[config.mk]
export PLATFORM = sky130hd
export DESIGN_NAME = mem_arbiter
export DESIGN_NICKNAME = d
export VERILOG_FILES = /design/src/rtl/mem_arbiter_pkg.sv /design/src/rtl/mem_arb_pick.sv /design/src/rtl/mem_arbiter.sv
export SDC_FILE = /design/constraint.sdc
export NUM_CORES = 1
export LEC_CHECK = 0
export CORE_MARGIN = 3
export CORE_UTILIZATION = 41
export DETAILED_ROUTE_END_ITERATION = 6
export PLACE_DENSITY_LB_ADDON = 0.08
export SLEW_MARGIN = 20
export SYNTH_ARGS = -nofsm -noshare
export SYNTH_HDL_FRONTEND = slang
export SYNTH_HIERARCHICAL = 1
export SYNTH_SLANG_ARGS = --single-unit
[constraint.sdc]
create_clock -name i_clk -period 2.5 [get_ports i_clk]
set_input_delay 0.25 -clock i_clk [delete_from_list [all_inputs] [get_ports i_clk]]
set_output_delay 0.25 -clock i_clk [all_outputs]
set_load 0.01 [all_outputs]
[src/rtl/mem_arbiter_pkg.sv]
// Shared encodings for the two-port memory arbiter: FSM states, owner tags, fetch byte mask.
package mem_arbiter_pkg;

    typedef enum logic [1:0] {
        IDLE = 2'd0,
        REQ  = 2'd1,
        WAIT = 2'd2
    } state_t;

    typedef enum logic {
        OWN_IF = 1'b0,
        OWN_DM = 1'b1
    } owner_t;

    localparam logic [3:0] FULL_MASK = 4'b1111;

    function automatic logic [31:0] sat_inc32(input logic [31:0] v);
        return (v == 32'hFFFF_FFFF) ? v : v + 32'd1;
    endfunction

endpackage

[src/rtl/mem_arb_pick.sv]
// Arbitration select: data has priority unless fetch has lost STARVE_LIMIT times in a row.
module mem_arb_pick #(
    parameter int STARVE_LIMIT = 4
) (
    input  logic i_clk,
    input  logic i_rst_n,
    input  logic i_arb,
    input  logic i_if_req,
    input  logic i_dm_req,
    output logic o_win_if,
    output logic o_win_dm
);

    logic [3:0] r_starve;
    logic       w_force;

    assign w_force = (r_starve == 4'(STARVE_LIMIT));

    always_comb begin
        o_win_if = 1'b0;
        o_win_dm = 1'b0;
        if (i_arb) begin
            if (i_if_req && (w_force || !i_dm_req)) o_win_if = 1'b1;
            else if (i_dm_req)                      o_win_dm = 1'b1;
        end
    end

    // Counter only moves on IDLE cycles; a loss means fetch pending while data wins.
    always_ff @(posedge i_clk or negedge i_rst_n) begin
        if (!i_rst_n) begin
            r_starve <= 4'd0;
        end else if (i_arb) begin
            if (!i_if_req || o_win_if)
                r_starve <= 4'd0;
            else if (o_win_dm && !w_force)
                r_starve <= r_starve + 4'd1;
        end
    end

endmodule

[src/rtl/mem_arbiter.sv]
// Fetch/data arbiter in front of a single-outstanding memory port.
// Optional MEM_ARB_PERF_EN adds saturating grant and busy-cycle counters.
module mem_arbiter
    import mem_arbiter_pkg::*;
#(
    parameter int STARVE_LIMIT = 4
) (
    input  logic        i_clk,
    input  logic        i_rst_n,
    input  logic        i_if_req,
    input  logic [31:0] i_if_addr,
    output logic        o_if_gnt,
    output logic        o_if_rvalid,
    output logic [31:0] o_if_rdata,
    input  logic        i_dm_req,
    input  logic        i_dm_wen,
    input  logic [31:0] i_dm_addr,
    input  logic [31:0] i_dm_wdata,
    input  logic [3:0]  i_dm_mask,
    output logic        o_dm_gnt,
    output logic        o_dm_rvalid,
    output logic [31:0] o_dm_rdata,
    output logic        o_mem_req,
    output logic        o_mem_wen,
    output logic [31:0] o_mem_addr,
    output logic [31:0] o_mem_wdata,
    output logic [3:0]  o_mem_mask,
    input  logic        i_mem_ready,
    input  logic        i_mem_rvalid,
    input  logic [31:0] i_mem_rdata,
    output logic        o_err
`ifdef MEM_ARB_PERF_EN
    ,
    output logic [31:0] o_perf_if_grants,
    output logic [31:0] o_perf_dm_grants,
    output logic [31:0] o_perf_wait_cycles
`endif
);

    state_t      r_state, w_state_nxt;
    owner_t      r_owner;
    logic        r_if_gnt, r_dm_gnt, r_if_rvalid, r_dm_rvalid;
    logic [31:0] r_if_rdata, r_dm_rdata;
    logic        r_mem_req, r_mem_wen;
    logic [31:0] r_mem_addr, r_mem_wdata;
    logic [3:0]  r_mem_mask;
    logic        r_err;
    logic        w_arb, w_win_if, w_win_dm, w_hs, w_resp;

    assign w_arb = (r_state == IDLE);

    mem_arb_pick #(.STARVE_LIMIT(STARVE_LIMIT)) u_pick (
        .i_clk    (i_clk),
        .i_rst_n  (i_rst_n),
        .i_arb    (w_arb),
        .i_if_req (i_if_req),
        .i_dm_req (i_dm_req),
        .o_win_if (w_win_if),
        .o_win_dm (w_win_dm)
    );

    // The grant cycle is spent in REQ with mem_req still low, so the handshake
    // only counts once the request is actually on the bus.
    assign w_hs   = (r_state == REQ) && r_mem_req && i_mem_ready;
    assign w_resp = (r_state == WAIT) && i_mem_rvalid;

    always_comb begin
        w_state_nxt = r_state;
        case (r_state)
            IDLE:    if (w_win_if || w_win_dm) w_state_nxt = REQ;
            REQ:     if (w_hs)                 w_state_nxt = WAIT;
            WAIT:    if (w_resp)               w_state_nxt = IDLE;
            default:                           w_state_nxt = IDLE;
        endcase
    end

    always_ff @(posedge i_clk or negedge i_rst_n) begin
        if (!i_rst_n) r_state <= IDLE;
        else          r_state <= w_state_nxt;
    end

    always_ff @(posedge i_clk or negedge i_rst_n) begin
        if (!i_rst_n) begin
            r_owner     <= OWN_IF;
            r_if_gnt    <= 1'b0;
            r_dm_gnt    <= 1'b0;
            r_if_rvalid <= 1'b0;
            r_dm_rvalid <= 1'b0;
            r_if_rdata  <= '0;
            r_dm_rdata  <= '0;
            r_mem_req   <= 1'b0;
            r_mem_wen   <= 1'b0;
            r_mem_addr  <= '0;
            r_mem_wdata <= '0;
            r_mem_mask  <= '0;
            r_err       <= 1'b0;
        end else begin
            r_if_gnt    <= w_win_if;
            r_dm_gnt    <= w_win_dm;
            r_if_rvalid <= w_resp && (r_owner == OWN_IF);
            r_dm_rvalid <= w_resp && (r_owner == OWN_DM);
            r_mem_req   <= (r_state == REQ) && !w_hs;
            if (w_resp) begin
                if (r_owner == OWN_IF) r_if_rdata <= i_mem_rdata;
                else                   r_dm_rdata <= i_mem_rdata;
            end
            if (w_win_if) begin
                r_owner     <= OWN_IF;
                r_mem_wen   <= 1'b0;
                r_mem_addr  <= {i_if_addr[31:2], 2'b00};
                r_mem_wdata <= '0;
                r_mem_mask  <= FULL_MASK;
            end else if (w_win_dm) begin
                r_owner     <= OWN_DM;
                r_mem_wen   <= i_dm_wen;
                r_mem_addr  <= {i_dm_addr[31:2], 2'b00};
                r_mem_wdata <= i_dm_wdata;
                r_mem_mask  <= i_dm_mask;
            end
            if (i_mem_rvalid && (r_state != WAIT)) r_err <= 1'b1;
        end
    end

    assign o_if_gnt    = r_if_gnt;
    assign o_dm_gnt    = r_dm_gnt;
    assign o_if_rvalid = r_if_rvalid;
    assign o_dm_rvalid = r_dm_rvalid;
    assign o_if_rdata  = r_if_rdata;
    assign o_dm_rdata  = r_dm_rdata;
    assign o_mem_req   = r_mem_req;
    assign o_mem_wen   = r_mem_wen;
    assign o_mem_addr  = r_mem_addr;
    assign o_mem_wdata = r_mem_wdata;
    assign o_mem_mask  = r_mem_mask;
    assign o_err       = r_err;

`ifdef MEM_ARB_PERF_EN
    logic [31:0] r_perf_if, r_perf_dm, r_perf_wait;

    always_ff @(posedge i_clk or negedge i_rst_n) begin
        if (!i_rst_n) begin
            r_perf_if   <= '0;
            r_perf_dm   <= '0;
            r_perf_wait <= '0;
        end else begin
            if (w_win_if)          r_perf_if   <= sat_inc32(r_perf_if);
            if (w_win_dm)          r_perf_dm   <= sat_inc32(r_perf_dm);
            if (r_state != IDLE)   r_perf_wait <= sat_inc32(r_perf_wait);
        end
    end

    assign o_perf_if_grants   = r_perf_if;
    assign o_perf_dm_grants   = r_perf_dm;
    assign o_perf_wait_cycles = r_perf_wait;
`endif

endmodule

Word-level counts from Yosys, hierarchy flattened
Cells that the tools add are included.
Word-level totals
  word-level logic and storage cells: 68
  output and inout bits: 139
  flip-flop bits (word level): 146
Cells by class
  muxes and demuxes: 21
  equal/unequal tests: 7
  add/sub/neg operators: 1
  reductions and logical operators: 23
  bitwise logic cells: 1
Operators by type and width (number)
  32-bit 2-to-1 mux: 4
  4-bit 2-to-1 mux: 4
  1-bit logical AND: 9
  1-bit 2-to-1 mux: 9
  2-bit != test, second input constant: 4
  2-bit 2-to-1 mux: 3
  2-bit one-hot mux with 3 select lines: 1
  2-bit AND reduction: 3
  4-bit by 1-bit adder with 4-bit output, second input constant: 1
  4-bit by 3-bit equality test with 1-bit output, second input constant: 1
  1-bit logical NOT: 4
  2-bit nonzero test: 2
  1-bit logical OR: 3
  3-bit AND reduction: 1
  2-bit by 1-bit equality test with 1-bit output, second input constant: 1
  2-bit equality test, second input constant: 1
  2-bit logical NOT: 1
  1-bit inverter: 1

Logic depth before layout (Yosys ltp)
  depth after elaboration: 8
  depth in mapped cells: 9

By module
The synthesis kept the hierarchy.
Modules (own cells, without submodules)
  mem_arbiter: cells each 411, instances 1, area an instance 5705.5 um2, seq. area each 3503.4 um2
  mem_arb_pick: cells each 27, instances 1, area an instance 265.3 um2, seq. area each 100.1 um2

Least setup slack after synthesis
OpenSTA, ideal clock, no wires.
  kind: reg2reg
  start point: register r_state[1]
  end point: register r_mem_wdata[23] (netlist: o_mem_wdata[23])
  path slack: 603 ps
  data arrival time: 1765 ps
  buffers on the path: 3
  stages on the path, launching flop included: 9
  library setup time: 132 ps
  data required time: 2368 ps
  cells stage by stage: dfrtp_1 -> nor2_1 -> nand2_1 -> a21oi_1 -> buf_2 -> buf_4 -> buf_4 -> mux2i_1 -> nor2_1
Between the ends
  cells in the longest elaborated chain, start to end: 3
  elaborated cells between the ends (all ways): 5
  classes of those cells: mux: 3; reduce/logical: 2
RTL lines
  from (decl): line mem_arbiter.sv:40  | state_t r_state, w_state_nxt;
  from (signal assigned): line mem_arbiter.sv:79  | else r_state <= w_state_nxt;
  2-bit logical NOT: line mem_arbiter.sv:50  | assign w_arb = (r_state == IDLE);
  named net w_arb: line mem_arbiter.sv:48  | logic w_arb, w_win_if, w_win_dm, w_hs, w_resp;
  1-bit 2-to-1 mux: line mem_arb_pick.sv:22  | if (i_arb) begin
  named net w_win_dm: line mem_arbiter.sv:48
  2-bit nonzero test (no line)
  to (signal assigned): line mem_arbiter.sv:117  | r_mem_wdata <= i_dm_wdata;
  to (decl): line mem_arbiter.sv:45  | logic [31:0] r_mem_addr, r_mem_wdata;
The timed path passes the listed nets, and every way through them passes these cells.
A chain may end at the register's enable or synchronous reset.

Worst setup path after layout
  start point: register u_pick.r_starve[0]
  end point: register r_mem_wdata[27] (netlist: o_mem_wdata[27])
Between the ends
  cells in the longest elaborated chain, start to end: 6
  elaborated cells between the ends (all ways): 9
  classes of those cells: eq/ne: 1; mux: 5; reduce/logical: 3
RTL lines
  from (decl): line mem_arb_pick.sv:14  | logic [3:0] r_starve;
  from (signal assigned): line mem_arb_pick.sv:36  | r_starve <= r_starve + 4'd1;
  4-bit by 3-bit equality test with 1-bit output: line mem_arb_pick.sv:17  | assign w_force = (r_starve == 4'(STARVE_LIMIT));
  1-bit logical OR: line mem_arb_pick.sv:23  | if (i_if_req && (w_force || !i_dm_req)) o_win_if = 1'b1;
  1-bit logical AND: line mem_arb_pick.sv:23
  1-bit 2-to-1 mux: line mem_arb_pick.sv:23
  1-bit 2-to-1 mux: line mem_arb_pick.sv:22
  named net w_win_dm: line mem_arbiter.sv:48
  2-bit nonzero test (no line)
The timed path passes the listed nets, and every way through them passes these cells.

==> out/summary.md <==
The library cell used most frequently in the layout, excluding fill and tap cells, is sky130_fd_sc_hd__clkdlybuf4s50_1. The run gives 43 as the number of placement rows. In the finished design, the share of the clock period the worst path needs comes to 84.87%. In the layout the commonest cells are sky130_fd_sc_hd__clkdlybuf4s50_1, sky130_fd_sc_hd__dfrtp_1, sky130_fd_sc_hd__mux2i_1. The worst min-delay path class is input pin to async pin. For this run, the number of Yosys warnings is 6. For this run, the total global-route usage over all layers was measured as 20.32%.

The via count of the first global-routing pass is 4602, and the final estimated routing congestion in global placement is 0.8791. The root buffer cell is sky130_fd_sc_hd__clkbuf_16. The final setup TNS is 0 ps.

Buffers inserted during clock tree synthesis total 17. TritonCTS built the clock tree. The maximum frequency from static timing analysis is 471.3 MHz, and the detail-routed net length per standard cell is 17.62 um. The mapped netlist covers 5971 um^2.

The count of instances resized after the clock tree is built was 0; the number of antenna diodes was 0. The run finished with clean final reports. The buffer depth of the longest clock path is 2, and the number of levels in the clock H-tree is 4. Summing all placed instances gives a cell area of 8886 um^2. After filler insertion, the fill cell instance count of the layout stands at 1049.

Maximum number of pins on one net before global-route repair: 77. The first global-routing pass estimated 25540 um of wire. The number of detailed-routing iterations run before antenna repair is 6. The max-slew headroom at the worst pin came out at 64.15%. Including well taps, the total number of placed cells is 872. Multiplexer area fraction after synthesis: 24.62%. The count of buffers inserted at the top-level ports was 271. The vertical die dimension is 126.7 um. The multi-input gate area in the final layout was 2182 um^2; the remaining routing DRC violations was 0.

Of all nets on the critical path, the largest fanout is 15. The minimum clock period after layout came out at 2122 ps. Dividing the synthesized area by the synthesized cell count gives 13.63 um^2.

In the final layout, the share of cells above drive strength 1 is 15.45%. The worst setup path is launched from a register. The critical path data required time is 2780 ps, and the leakage power is 0.004127 uW. The post-CTS repair timing setup buffer count was 0; the maximum vdd drop was 687.1 uV. Synthesis instantiated 35 different standard cells from the library. For the number of antenna violations at the first check in global routing, the log shows 0. The logs give 0 for the global-route congestion overflow total and 9523 um^2 for the final instance area. The clock drives 144 sinks. For the die footprint, the log shows 16050 um^2. Synthesis handed over a netlist of 438 instances.

The count of routing violations after the opening detailed-route iteration is 194. Of the total synthesized cell area, the portion taken by XOR and XNOR cells is 0%. The residual antenna-violating net count after detailed routing came out at 0. The setup-violating endpoint count in the final report was 0; the final hold violation count was 0. The core region is 14040 um^2.

After detailed routing, the total wire length is 15950 um. The register cell area after layout is 3603 um^2, and the number of register bits inferred by synthesis is 144. The run gives 4415 as the vias after detailed routing. The register clock-pin slew on the reported worst setup and hold paths came out at 60 ps. Dividing total power by cell area gives a power density of 1205 nW/um^2. Cells fill 67.82% of the core in the end. The element type at the critical path end was a register. After synthesis, the largest family of logic cells by area is multiplexers. The run gives 11600 um as the HPWL reported at the end of detailed placement. The critical path in this run is classified as register to register. The max-slew violation count is 0, and the number of nets in the layout is 853.

The area growth from synthesis to layout is 59.49%. The logs give 60.35% for the portion of the post-synthesis area used by sequential elements and 2400 ps for the arrival time at the worst endpoint. The simple-gate portion of the synthesized area works out to 6.852%. Leaving out filler cells and counting taps, the final layout contains 905.

The effective utilization at floorplan is 42.52%, and the count of pins on the block boundary is 278. The adder-cell share of the synthesized area works out to 0.4191%. In the routed layout, each cell is associated on average with a via count of 4.878. The worst hold-check slack was 284.6 ps; the max capacitance violation total was 0.

The clock insertion delay at the later pin of the skew report is 410 ps, and the width of the die is 126.7 um. The clock tree skew after final layout was 8.035 ps; the slew at the pin closest to its max-slew limit was 537.8 ps. Setup repair after global routing left no endpoint under its margin.

The synthesized-area fraction occupied by ao, oa, aoi and oai cells came out at 4.317%.
-- synthesized netlist by cell type --
library cell                  n  area [um^2]
sky130_fd_sc_hd__a211o_1      4        35.03
sky130_fd_sc_hd__a21o_1       2        15.01
sky130_fd_sc_hd__a21oi_1      2        10.01
sky130_fd_sc_hd__a311oi_1     1        8.760
sky130_fd_sc_hd__and3_1       2        12.51
sky130_fd_sc_hd__and3b_1      1        8.760
sky130_fd_sc_hd__and4bb_1     1        12.51
sky130_fd_sc_hd__buf_1        2        7.510
sky130_fd_sc_hd__buf_12       3        60.06
sky130_fd_sc_hd__buf_2       11        55.05
sky130_fd_sc_hd__buf_4        4        30.03
sky130_fd_sc_hd__buf_6        1        11.26
sky130_fd_sc_hd__clkbuf_1     7        26.28
sky130_fd_sc_hd__conb_1       1        3.750
sky130_fd_sc_hd__dfrtp_1    144         3603
sky130_fd_sc_hd__ha_1         2        25.02
sky130_fd_sc_hd__inv_1        3        11.26
sky130_fd_sc_hd__mux2_2      35        394.1
sky130_fd_sc_hd__mux2_4      29        435.4
sky130_fd_sc_hd__mux2i_1     64        640.6
sky130_fd_sc_hd__nand2_1     34        127.6
sky130_fd_sc_hd__nand2b_1     2        12.51
sky130_fd_sc_hd__nand2b_4     1        13.76
sky130_fd_sc_hd__nand3_1      2        10.01
sky130_fd_sc_hd__nand3b_1     1        7.510
sky130_fd_sc_hd__nand4b_4     1        23.77
sky130_fd_sc_hd__nor2_1      36        135.1
sky130_fd_sc_hd__nor2b_1      4        25.02
sky130_fd_sc_hd__nor3_1       1        5.000
sky130_fd_sc_hd__nor3b_1      1        7.510
sky130_fd_sc_hd__o21ai_0     31        155.2
sky130_fd_sc_hd__o22ai_1      2        12.51
sky130_fd_sc_hd__o2bb2ai_1    1        8.760
sky130_fd_sc_hd__o31ai_2      1        12.51
sky130_fd_sc_hd__or2b_1       1        7.510
-- state kept, by name (all words and copies together), names as in the netlist, 2 cells and up --
signal           flops
o_mem_addr          30
r_state              2
o_if_rdata          32
o_dm_rdata          32
o_mem_mask           4
u_pick/r_starve      4
o_mem_wdata         32
-- worst max-delay path: stages, from the launching register on --
cell and delay, ps:
sky130_fd_sc_hd__dfrtp_1 370, sky130_fd_sc_hd__inv_1 80, sky130_fd_sc_hd__ha_1 220, sky130_fd_sc_hd__and3b_1 230, sky130_fd_sc_hd__a21oi_4 420, sky130_fd_sc_hd__buf_4 360
sky130_fd_sc_hd__mux2i_1 240, sky130_fd_sc_hd__nor2_1 60
-- per-layer routing --
layer  global-route usage [%]  up-vias  wire (um)
met5                        0        -          0
met4                    7.256        0        336
met3                    8.000       23       1443
met2                    31.85      191       7571
met1                    25.70     2144       6597
li1                         -     2057          -
-- worst paths after layout --
check                      slack [ps]  cells past startpoint                from            endpoint
hold reg to reg                   460                      1               o_err               o_err
min in group i_clk                410                      3        i_if_addr[3]       o_mem_addr[3]
setup / recovery                  380                      7  u_pick/r_starve[0]     o_mem_wdata[27]
max in group asynchronous        1400                      3             i_rst_n  u_pick/r_starve[3]
setup reg to reg                  380                      7  u_pick/r_starve[0]     o_mem_wdata[27]
hold / removal                    280                      2             i_rst_n      o_if_rdata[30]
-- power breakdown --
group	internal, uW	switching, uW
combinational	2960	1920
clock	1700	923
sequential	3390	574
total	8050	3420
-- cell families (layout without fill, tap and decap cells) --
group | count (synthesis) | count (layout)
fa+ha+maj | 2 | 2
buf+inv | 31 | 317
mux | 128 | 128
other cells | 1 | 2
flops | 144 | 144
compound gates | 44 | 44
simple gates | 88 | 88
-- per-stage QoR --
stage | setup slack [ps] | total power, uW
floorplan | 603.1 | 6081
global placement | 441.7 | 8783
detailed placement | 374.8 | 8921
CTS | 357.1 | 11620
global route | 194.8 | 12140
finish | 378.2 | 11470
-- layout make-up --
class	count	share of cell area [%]
sequential	144	37.84
inverter	3	0.1182
tap	180	2.365
clock inverter	9	1.353
multi-input combinational	264	22.91
timing repair buffer	282	30.18
clock buffer	23	5.229
-- timing repair --
item                                    4_1_cts  5_1_grt
endpoints found under the hold margin        28        0
hold buffers                                  1        0
endpoints found under the setup margin        0        0
Note: power is estimated with default switching activity, not from simulation.
